$ cat config.mk
export PLATFORM = sky130hd
export DESIGN_NAME = spi_cmd_decoder_flat
export DESIGN_NICKNAME = d
export VERILOG_FILES = /design/src/rtl/spi_cmd_decoder_if.sv /design/src/rtl/spi_cmd_decoder.sv /design/src/flat_wrapper.sv
export SDC_FILE = /design/constraint.sdc
export NUM_CORES = 1
export LEC_CHECK = 0
export BUFFER_PORTS_ARGS = -buffer_cell sky130_fd_sc_hd__buf_2
export CAP_MARGIN = 20
export CORE_MARGIN = 3
export CORE_UTILIZATION = 43
export CTS_CLUSTER_DIAMETER = 40
export DETAILED_ROUTE_END_ITERATION = 12
export HOLD_SLACK_MARGIN = 0.15
export PLACE_DENSITY_LB_ADDON = 0.15
export SYNTH_ARGS = -nofsm -noshare
export SYNTH_HDL_FRONTEND = slang
export SYNTH_SLANG_ARGS = --single-unit
$ cat constraint.sdc
create_clock -name i_clock -period 2.5 [get_ports i_clock]
set_input_delay 0.375 -clock i_clock [delete_from_list [all_inputs] [get_ports i_clock]]
set_output_delay 0.375 -clock i_clock [all_outputs]
set_load 0.01 [all_outputs]
$ cat src/rtl/spi_cmd_decoder_if.sv
// Signal bundle between the SPI byte engine, the reply path and the memory bus.
// master is the command decoder; slave is the surrounding SPI core and bus fabric.
interface spi_cmd_decoder_if;
    logic        i_active;
    logic        i_rx_valid;
    logic        i_rx_start;
    logic [7:0]  i_rx_data;
    logic        o_tx_valid;
    logic        i_tx_ready;
    logic [7:0]  o_tx_data;
    logic        o_bus_req;
    logic        o_bus_we;
    logic [15:0] o_bus_addr;
    logic [7:0]  o_bus_wdata;
    logic        i_bus_ack;
    logic [7:0]  i_bus_rdata;
    logic        o_busy;

    modport master (
        input  i_active, i_rx_valid, i_rx_start, i_rx_data, i_tx_ready,
               i_bus_ack, i_bus_rdata,
        output o_tx_valid, o_tx_data, o_bus_req, o_bus_we, o_bus_addr,
               o_bus_wdata, o_busy
    );

    modport slave (
        output i_active, i_rx_valid, i_rx_start, i_rx_data, i_tx_ready,
               i_bus_ack, i_bus_rdata,
        input  o_tx_valid, o_tx_data, o_bus_req, o_bus_we, o_bus_addr,
               o_bus_wdata, o_busy
    );
endinterface

$ cat src/rtl/spi_cmd_decoder.sv
// Decodes SPI command byte streams (WRITE / READ / STATUS) into single-byte
// memory bus transactions with auto-incrementing address and sticky error flags.
module spi_cmd_decoder (
    input  logic              i_clock,
    input  logic              i_reset,
    spi_cmd_decoder_if.master bus
);
    typedef enum logic [3:0] {
        IDLE, ADDR_HI, ADDR_LO, WDATA, WBUS, RFETCH, RHOLD, STATUS, DISCARD
    } state_t;

    localparam logic [7:0] CMD_WRITE  = 8'h01;
    localparam logic [7:0] CMD_READ   = 8'h02;
    localparam logic [7:0] CMD_STATUS = 8'h03;

    state_t      state_reg;
    logic [15:0] addr_reg;
    logic [7:0]  wdata_reg;
    logic [7:0]  tx_data_reg;
    logic        tx_valid_reg;
    logic        bus_req_reg;
    logic        bus_we_reg;
    logic        is_write_reg;
    logic        overrun_reg;
    logic        bad_cmd_reg;
    logic        abort_reg;

    logic rx_byte;
    logic rx_cmd;
    logic resync;
    logic known_cmd;
    logic set_overrun;
    logic set_bad;
    logic clr_flags;

    always_comb begin
        rx_byte     = bus.i_rx_valid && !bus.i_rx_start;
        rx_cmd      = bus.i_rx_valid && bus.i_rx_start && bus.i_active && !abort_reg;
        // A command byte restarts decoding anywhere but DISCARD, yet never abandons a live request
        resync      = rx_cmd && !bus_req_reg && (state_reg != DISCARD);
        known_cmd   = (bus.i_rx_data == CMD_WRITE) || (bus.i_rx_data == CMD_READ) ||
                      (bus.i_rx_data == CMD_STATUS);
        set_bad     = resync && !known_cmd;
        set_overrun = bus.i_active && bus.i_rx_valid && bus_req_reg &&
                      (bus.i_rx_start || state_reg == WBUS);
        clr_flags   = (state_reg == STATUS) && bus.i_tx_ready;
    end

    always_ff @(posedge i_clock or posedge i_reset) begin
        if (i_reset) begin
            state_reg    <= IDLE;
            addr_reg     <= 16'h0000;
            wdata_reg    <= 8'h00;
            tx_data_reg  <= 8'h00;
            tx_valid_reg <= 1'b0;
            bus_req_reg  <= 1'b0;
            bus_we_reg   <= 1'b0;
            is_write_reg <= 1'b0;
            overrun_reg  <= 1'b0;
            bad_cmd_reg  <= 1'b0;
            abort_reg    <= 1'b0;
        end else begin
            // Setting a flag takes priority over the clear caused by reading STATUS
            overrun_reg <= set_overrun || (overrun_reg && !clr_flags);
            bad_cmd_reg <= set_bad || (bad_cmd_reg && !clr_flags);

            if (!bus.i_active || abort_reg) begin
                tx_valid_reg <= 1'b0;
                if (bus_req_reg && !bus.i_bus_ack) begin
                    abort_reg <= 1'b1;
                end else begin
                    state_reg   <= IDLE;
                    bus_req_reg <= 1'b0;
                    bus_we_reg  <= 1'b0;
                    abort_reg   <= 1'b0;
                end
            end else if (resync) begin
                case (bus.i_rx_data)
                    CMD_WRITE: begin
                        is_write_reg <= 1'b1;
                        tx_valid_reg <= 1'b0;
                        state_reg    <= ADDR_HI;
                    end
                    CMD_READ: begin
                        is_write_reg <= 1'b0;
                        tx_valid_reg <= 1'b0;
                        state_reg    <= ADDR_HI;
                    end
                    CMD_STATUS: begin
                        tx_data_reg  <= {6'b0, overrun_reg, bad_cmd_reg};
                        tx_valid_reg <= 1'b1;
                        state_reg    <= STATUS;
                    end
                    default: begin
                        tx_valid_reg <= 1'b0;
                        state_reg    <= DISCARD;
                    end
                endcase
            end else begin
                case (state_reg)
                    ADDR_HI: if (rx_byte) begin
                        addr_reg[15:8] <= bus.i_rx_data;
                        state_reg      <= ADDR_LO;
                    end
                    ADDR_LO: if (rx_byte) begin
                        addr_reg[7:0] <= bus.i_rx_data;
                        if (is_write_reg) begin
                            state_reg <= WDATA;
                        end else begin
                            bus_req_reg <= 1'b1;
                            bus_we_reg  <= 1'b0;
                            state_reg   <= RFETCH;
                        end
                    end
                    WDATA: if (rx_byte) begin
                        wdata_reg   <= bus.i_rx_data;
                        bus_req_reg <= 1'b1;
                        bus_we_reg  <= 1'b1;
                        state_reg   <= WBUS;
                    end
                    WBUS: if (bus.i_bus_ack) begin
                        bus_req_reg <= 1'b0;
                        bus_we_reg  <= 1'b0;
                        addr_reg    <= addr_reg + 16'd1;
                        state_reg   <= WDATA;
                    end
                    RFETCH: if (bus.i_bus_ack) begin
                        bus_req_reg  <= 1'b0;
                        tx_data_reg  <= bus.i_bus_rdata;
                        tx_valid_reg <= 1'b1;
                        state_reg    <= RHOLD;
                    end
                    RHOLD: if (bus.i_tx_ready) begin
                        tx_valid_reg <= 1'b0;
                        addr_reg     <= addr_reg + 16'd1;
                        bus_req_reg  <= 1'b1;
                        bus_we_reg   <= 1'b0;
                        state_reg    <= RFETCH;
                    end
                    STATUS: if (bus.i_tx_ready) begin
                        tx_valid_reg <= 1'b0;
                        state_reg    <= IDLE;
                    end
                    default: ;
                endcase
            end
        end
    end

    assign bus.o_tx_valid  = tx_valid_reg;
    assign bus.o_tx_data   = tx_data_reg;
    assign bus.o_bus_req   = bus_req_reg;
    assign bus.o_bus_we    = bus_we_reg;
    assign bus.o_bus_addr  = addr_reg;
    assign bus.o_bus_wdata = wdata_reg;
    assign bus.o_busy      = (state_reg != IDLE);
endmodule

$ cat src/flat_wrapper.sv
// flat-port wrapper written by rule: the top's interface ports become plain ports
module spi_cmd_decoder_flat 
  (i_clock, i_reset, bus_i_active, bus_i_rx_valid, bus_i_rx_start, bus_i_rx_data, bus_i_tx_ready, bus_i_bus_ack, bus_i_bus_rdata, bus_o_tx_valid, bus_o_tx_data, bus_o_bus_req, bus_o_bus_we, bus_o_bus_addr, bus_o_bus_wdata, bus_o_busy);
  spi_cmd_decoder_if bus_i ();
  input  logic i_clock;
  input  logic i_reset;
  input wire logic [$bits(bus_i.i_active)-1:0] bus_i_active;
  input wire logic [$bits(bus_i.i_rx_valid)-1:0] bus_i_rx_valid;
  input wire logic [$bits(bus_i.i_rx_start)-1:0] bus_i_rx_start;
  input wire logic [$bits(bus_i.i_rx_data)-1:0] bus_i_rx_data;
  input wire logic [$bits(bus_i.i_tx_ready)-1:0] bus_i_tx_ready;
  input wire logic [$bits(bus_i.i_bus_ack)-1:0] bus_i_bus_ack;
  input wire logic [$bits(bus_i.i_bus_rdata)-1:0] bus_i_bus_rdata;
  output wire logic [$bits(bus_i.o_tx_valid)-1:0] bus_o_tx_valid;
  output wire logic [$bits(bus_i.o_tx_data)-1:0] bus_o_tx_data;
  output wire logic [$bits(bus_i.o_bus_req)-1:0] bus_o_bus_req;
  output wire logic [$bits(bus_i.o_bus_we)-1:0] bus_o_bus_we;
  output wire logic [$bits(bus_i.o_bus_addr)-1:0] bus_o_bus_addr;
  output wire logic [$bits(bus_i.o_bus_wdata)-1:0] bus_o_bus_wdata;
  output wire logic [$bits(bus_i.o_busy)-1:0] bus_o_busy;
  assign bus_i.i_active = bus_i_active;
  assign bus_i.i_rx_valid = bus_i_rx_valid;
  assign bus_i.i_rx_start = bus_i_rx_start;
  assign bus_i.i_rx_data = bus_i_rx_data;
  assign bus_i.i_tx_ready = bus_i_tx_ready;
  assign bus_i.i_bus_ack = bus_i_bus_ack;
  assign bus_i.i_bus_rdata = bus_i_bus_rdata;
  assign bus_o_tx_valid = bus_i.o_tx_valid;
  assign bus_o_tx_data = bus_i.o_tx_data;
  assign bus_o_bus_req = bus_i.o_bus_req;
  assign bus_o_bus_we = bus_i.o_bus_we;
  assign bus_o_bus_addr = bus_i.o_bus_addr;
  assign bus_o_bus_wdata = bus_i.o_bus_wdata;
  assign bus_o_busy = bus_i.o_busy;
  spi_cmd_decoder u_core (.i_clock(i_clock), .i_reset(i_reset), .bus(bus_i));
endmodule
=== Word level (Yosys, flattened, before mapping) ===
Cells that the tools add are included.

* Register bits after elaboration: 43
* Latch bits: 0
* RAM bits: 0
* Memory bits (read-only): 0
* Input port bits: 23
* Word-level logic and storage cells: 140
* Memories: 0

* Add/subtract/negate cells: 1
* Multiply operators: 0
* Div/mod/pow operators: 0
* $lt $le $gt $ge: 0
* Equality and inequality tests: 32
* Shift-type cells: 0
* Muxes and demuxes: 44
* Bitwise gates (word level): 2
* Reductions and logical operators: 49

{| class="wikitable"
|+ Operators with widths
! kind !! number
|-
| 8-bit case mux with 3 select lines || 2
|-
| 4-bit 2-to-1 mux || 10
|-
| 8-bit 2-to-1 mux || 5
|-
| 16-bit 2-to-1 mux || 2
|-
| 4-bit case mux with 7 select lines || 1
|-
| 1-bit 2-to-1 mux || 18
|-
| 16-bit by 1-bit adder with 16-bit output, second input constant || 1
|-
| 4-bit by 3-bit == test with 1-bit output, second input constant || 4
|-
| 8-bit by 2-bit == test with 1-bit output, second input constant || 2
|-
| 4-bit by 1-bit inequality test with 1-bit output, second input constant || 4
|-
| 8-bit AND reduction || 2
|-
| 1-bit logical AND || 14
|-
| 6-bit AND reduction || 2
|-
| 2-bit inequality test, second input constant || 5
|-
| 5-bit nonzero test || 2
|-
| 3-bit by 1-bit inequality test with 1-bit output, second input constant || 3
|-
| 9-bit AND reduction || 1
|-
| 9-bit nonzero test || 1
|-
| 4-bit by 2-bit == test with 1-bit output, second input constant || 2
|-
| 8-bit by 1-bit == test with 1-bit output, second input constant || 1
|-
| 4-bit by 2-bit inequality test with 1-bit output, second input constant || 2
|-
| 4-bit by 3-bit inequality test with 1-bit output, second input constant || 2
|-
| 1-bit case mux with 4 select lines || 2
|-
| 4-bit case mux with 2 select lines || 1
|-
| other kinds (16) || 39
|}

=== Logic depth before layout (Yosys ltp) ===
* Word-level depth: 7
* Gate-level depth with buffers: 7
* Gate-level depth less buffers: 5

=== Worst setup path before layout ===
Ideal clock, no wire load.

* Kind: register -> register
* Start: reg u_core.state_reg[1]
* End: reg u_core.tx_data_reg[0] (netlist: u_core.bus.o_tx_data[0])
* Library setup time: 0.125 ns
* Arrival: 1.889 ns
* Slack: 0.486 ns
* Cell stages (with the launch flop): 6
* Path buffers: 1
* Clock period less this slack: 2.014 ns
* Cells stage by stage: dfrtp_1 buf_6 or4b_4 nand3_4 mux2i_4 mux2_4

* Cells in the longest elaborated chain, start to end: 4
* Elaborated cells between the ends (all ways): 8
* Classes of those cells: 3 x eq/ne; 1 x mux; 4 x reduce/logical

{| class="wikitable"
|+ RTL lines
! element !! line !! text
|-
| from (decl) || spi_cmd_decoder.sv:16 || <nowiki>state_t state_reg;</nowiki>
|-
| from (signal assigned) || spi_cmd_decoder.sv:51 || <nowiki>state_reg <= IDLE;</nowiki>
|-
| from (signal assigned) || spi_cmd_decoder.sv:72 || <nowiki>state_reg <= IDLE;</nowiki>
|-
| from (signal assigned) || spi_cmd_decoder.sv:82 || <nowiki>state_reg <= ADDR_HI;</nowiki>
|-
| 4-bit inequality test || spi_cmd_decoder.sv:40 || <nowiki>resync = rx_cmd && !bus_req_reg && (state_reg != DISCARD);</nowiki>
|-
| 1-bit logical AND || spi_cmd_decoder.sv:40 ||
|-
| 2-bit inequality test (no source line) or 2-bit nonzero test (tied branches) || n/a ||
|-
| 4-bit AND reduction (no source line) || n/a ||
|-
| to (signal assigned) || spi_cmd_decoder.sv:90 || <nowiki>tx_data_reg <= {6'b0, overrun_reg, bad_cmd_reg};</nowiki>
|-
| to (signal assigned) || spi_cmd_decoder.sv:129 || <nowiki>tx_data_reg <= bus.i_bus_rdata;</nowiki>
|-
| to (decl) || spi_cmd_decoder.sv:19 || <nowiki>logic [7:0] tx_data_reg;</nowiki>
|}

Parallel ways exist; a longest one is shown, timed or not.
A chain may end at the register's enable or synchronous reset.

=== Worst setup path in the final report ===
* Start: reg u_core.state_reg[2]
* End: reg u_core.addr_reg[13] (netlist: u_core.bus.o_bus_addr[13])

* Cells in the longest elaborated chain, start to end: 4
* Elaborated cells between the ends (all ways): 12
* Classes of those cells: 7 x eq/ne; 1 x mux; 1 x bitwise; 3 x reduce/logical

{| class="wikitable"
|+ RTL lines
! element !! line !! text
|-
| branches (longest 4 deep; another with 6-bit AND reduction) || n/a ||
|-
| to (signal assigned) || spi_cmd_decoder.sv:102 || <nowiki>addr_reg[15:8] <= bus.i_rx_data;</nowiki>
|-
| to (signal assigned) || spi_cmd_decoder.sv:124 || <nowiki>addr_reg <= addr_reg + 16'd1;</nowiki>
|-
| to (signal assigned) || spi_cmd_decoder.sv:135 || <nowiki>addr_reg <= addr_reg + 16'd1;</nowiki>
|-
| to (decl) || spi_cmd_decoder.sv:17 || <nowiki>logic [15:0] addr_reg;</nowiki>
|}

Parallel ways; which one is timed is not known.

==> impl_metrics.yaml <==
sta:
  rsz0062_at_grt: "false"
  setup_viol: 0
  fmax_mhz: 462
  fin_worst_skew_ps: 11.3
  slew_headroom_pct: 45.8
  tightest_slew_ps: 807
  final_hold_viol_count: 0
  tns_ps: 0
  drv_slew: 0
  min_period_ps: 2160
  finalCritPeriodShare_pct: 86.5
yosys:
  synth_flop_cell: "dfrtp_1"
  ys_warn_count: 0
  syn_area_um2: 2710
  synth-async-reset-ratio_pct: 100
  yosysSeqAreaShare_pct: 39.7
  avgSynthCellArea_um2: 9.68
  synth_cell_types: 59
  yosysTopAreaCell: "dfrtp_1"
  syn_nets: 304
  synth_top_area_share_pct: 39.7
  yosys_register_bits: 43
  syn_inst: 280
  yosys-top-cells-area: "dfrtp_1 40%, mux2_2 5.4%, a2bb2oi_1 4.2%"
  synth_edf_count: 0
drt:
  final_antenna_net_count: 0
  routedWlPerCell_um: 17.3
  vias: 2469
  drtPass1Iterations: 5
  wirelength_um: 7130
  via_per_inst: 5.98
  drc_errors: 0
  drt_iter0_drc: 162
clock_tree:
  cts_sinks: 43
  cts_made_buffers: 5
  htree_levels: 2
  cts_resized: 0
  cts_tree: "yes"
  insertion_delay_ps: 310
  path_clk_slew_ps: 100
  clockBufferDepth: 2
  clock-root-buffer: "clkbuf_8"
pwr:
  p_leak_nw: 1.42
  peakVddDrop_mv: 0.562
  power_density_nw_per_um2: 957
critical_path:
  critical_path_class: "reg -> reg"
  worstPathRequired_ps: 2660
  reg2reg_slack_ps: 340
  reg2reg_depth: 5
  r2r-end: "u_core.bus.o_bus_addr[13]$_DFFE_PP0P_"
  worstPathMaxFanout: 12
  cp.arrival_ps: 2330
  r2r-start: "u_core.state_reg[2]$_DFFE_PP0P_"
  startpoint_type: "register"
  crit_path_end_kind: "register"
global_route:
  antenna_found_initial: 0
  grt_pass1_wl_um: 11800
  grt_max_degree: 33
  track_usage_pct: 20.2
  overflow: 0
  grt_pass1_vias: 2379
floorplan:
  die_y_um: 85.4
  die-area_um2: 7290
  start_util_pct: 45.0
  rows: 28
  fp.dieW_um: 85.4
  design.core.area_um2: 6030
  io_pins: 59
cells_and_area:
  diodes: 0
  drive_above_1_share_pct: 30.2
  final_area_um2: 3200
  area_delta_synth_final_pct: 17.9
  largest_register_ffs: 16
  num-nets-final: 361
hold_path:
  hp-class: "in -> reg"
  whs_endpoint: "u_core.bus.o_tx_data[4]$_DFFE_PP0P_"
  hold_start: "bus_i_bus_rdata[4]"
  worstHoldPathCells: 3
placed_design:
  gp_congestion: 0.850
  place_area_um2: 3070
  io_buffer_count: 58
  post-dp-hpwl_um: 5120
run_status:
  status: "finished, final reports clean"
job:
  cap_violations: 0
-- layout by cell type (no fill, tap or decap), types with 2 or more instances in the layout --
cell	Yosys	final
clkbuf_8	0	5
a2bb2oi_1	13	13
mux2_2	13	13
a21o_1	3	3
mux2_4	2	2
nor2b_1	7	7
o21ai_0	6	6
o21bai_1	2	2
nand3b_1	2	2
mux2i_1	8	8
a21boi_0	3	3
and2_1	2	2
nor3_1	13	13
o21a_1	3	3
nand2b_1	6	6
buf_4	0	12
a311o_1	2	2
a31oi_1	6	6
o22a_1	2	2
inv_1	10	9
a41oi_1	3	3
a211oi_1	6	6
buf_2	6	58
a2111oi_0	2	2
nor2_1	10	10
nand3_1	11	11
nand2_1	25	25
nand4_1	7	7
o32ai_1	3	3
and3_1	2	2
o22ai_1	10	10
and3b_1	2	2
and4_1	4	4
a21oi_1	5	5
dfrtp_1	43	43
-- cell usage after synthesis, drive strengths merged (2+ instances only) --
| cell | n |
|---|---|
| dfrtp | 43 |
| nand2 | 25 |
| mux2 | 15 |
| a2bb2oi | 13 |
| nor3 | 13 |
| buf | 12 |
| nand3 | 12 |
| nor2 | 11 |
| inv | 10 |
| o22ai | 10 |
| clkbuf | 9 |
| mux2i | 9 |
| nand4 | 7 |
| nor2b | 7 |
| o21ai | 7 |
| a211oi | 6 |
| a31oi | 6 |
| nand2b | 6 |
| a21oi | 5 |
| and4 | 4 |
| a21boi | 3 |
| a21o | 3 |
| a41oi | 3 |
| o21a | 3 |
| o32ai | 3 |
| a2111oi | 2 |
| a311o | 2 |
| and2 | 2 |
| and3 | 2 |
| and3b | 2 |
| nand3b | 2 |
| nor3b | 2 |
| nor4 | 2 |
| o21bai | 2 |
| o22a | 2 |
-- cell type report --
cell class | instances | area [um^2]
timing repair buffer | 71 | 390
multi-input combinational | 206 | 1480
fill | 571 | 2830
inverter | 10 | 37.5
tap | 75 | 93.8
sequential | 43 | 1080
clock buffer | 5 | 68.8
clock inverter | 3 | 47.5
-- per-stage QoR --
step / cells / utilization (%) / hold slack, ps / total power, mW / setup slack [ps]
2_1_floorplan: 280 / - / 445 / 2.03 / 486
3_3_place_gp: 404 / 50.9 / 465 / 2.47 / 269
3_5_place_dp: 404 / 50.9 / 459 / 2.49 / 261
4_1_cts: 413 / 53.0 / 293 / 3.08 / 342
5_1_grt: 413 / 53.0 / 302 / 3.28 / 215
6_report: 413 / 53.0 / 301 / 3.06 / 338
-- how the worst max path moves through the flow --
stage | start | slack (ps) | to | depth (start not counted)
after CTS | u_core.state_reg[1]$_DFFE_PP0P_ | 340 | u_core.bus.o_tx_data[2]$_DFFE_PP0P_ | 5
final | u_core.state_reg[2]$_DFFE_PP0P_ | 340 | u_core.bus.o_bus_addr[13]$_DFFE_PP0P_ | 5
after floorplan | u_core.state_reg[1]$_DFFE_PP0P_ | 490 | u_core.bus.o_tx_data[0]$_DFFE_PP0P_ | 5
after detailed placement | bus_i_active | 260 | u_core.state_reg[2]$_DFFE_PP0P_ | 5
after global routing | u_core.abort_reg$_DFFE_PP0N_ | 220 | u_core.state_reg[2]$_DFFE_PP0P_ | 4
after global placement | bus_i_active | 270 | u_core.state_reg[0]$_DFFE_PP0P_ | 5
-- critical path, cell delays in order, from the launching register on --
cell and delay (ps):
dfrtp_1 510, buf_4 220, nor3b_2 160, a2111o_1 500, nor2_1 490, a2bb2oi_1 130
-- power breakdown --
part | total [mW] | internal [mW] | switching, mW
combinational | 1.27 | 0.592 | 0.680
clock | 0.582 | 0.303 | 0.279
sequential | 1.20 | 0.935 | 0.269
-- logic make-up (layout without fill, tap and decap cells) --
group / count (synthesis) / after routing / synth area share [%]
simple gates: 103 / 103 / 22.3
mux: 24 / 24 / 10.3
buf+inv: 31 / 89 / 5.68
flops: 43 / 43 / 39.7
fa+ha+maj: 1 / 1 / 0.461
compound gates: 78 / 78 / 21.6
-- routing by layer --
metal | wire length, um | track usage [%]
met3 | 478 | 5.53
met2 | 3240 | 30.5
met5 | 0 | 0
met1 | 3360 | 28.9
met4 | 57 | 4.75
-- repair_timing --
action | in CTS | in global routing
buffers inserted | 0 | 0
hold buffers | 1 | 0
endpoints found under the hold margin | 21 | 0
Note: power is estimated with default switching activity, not from simulation.
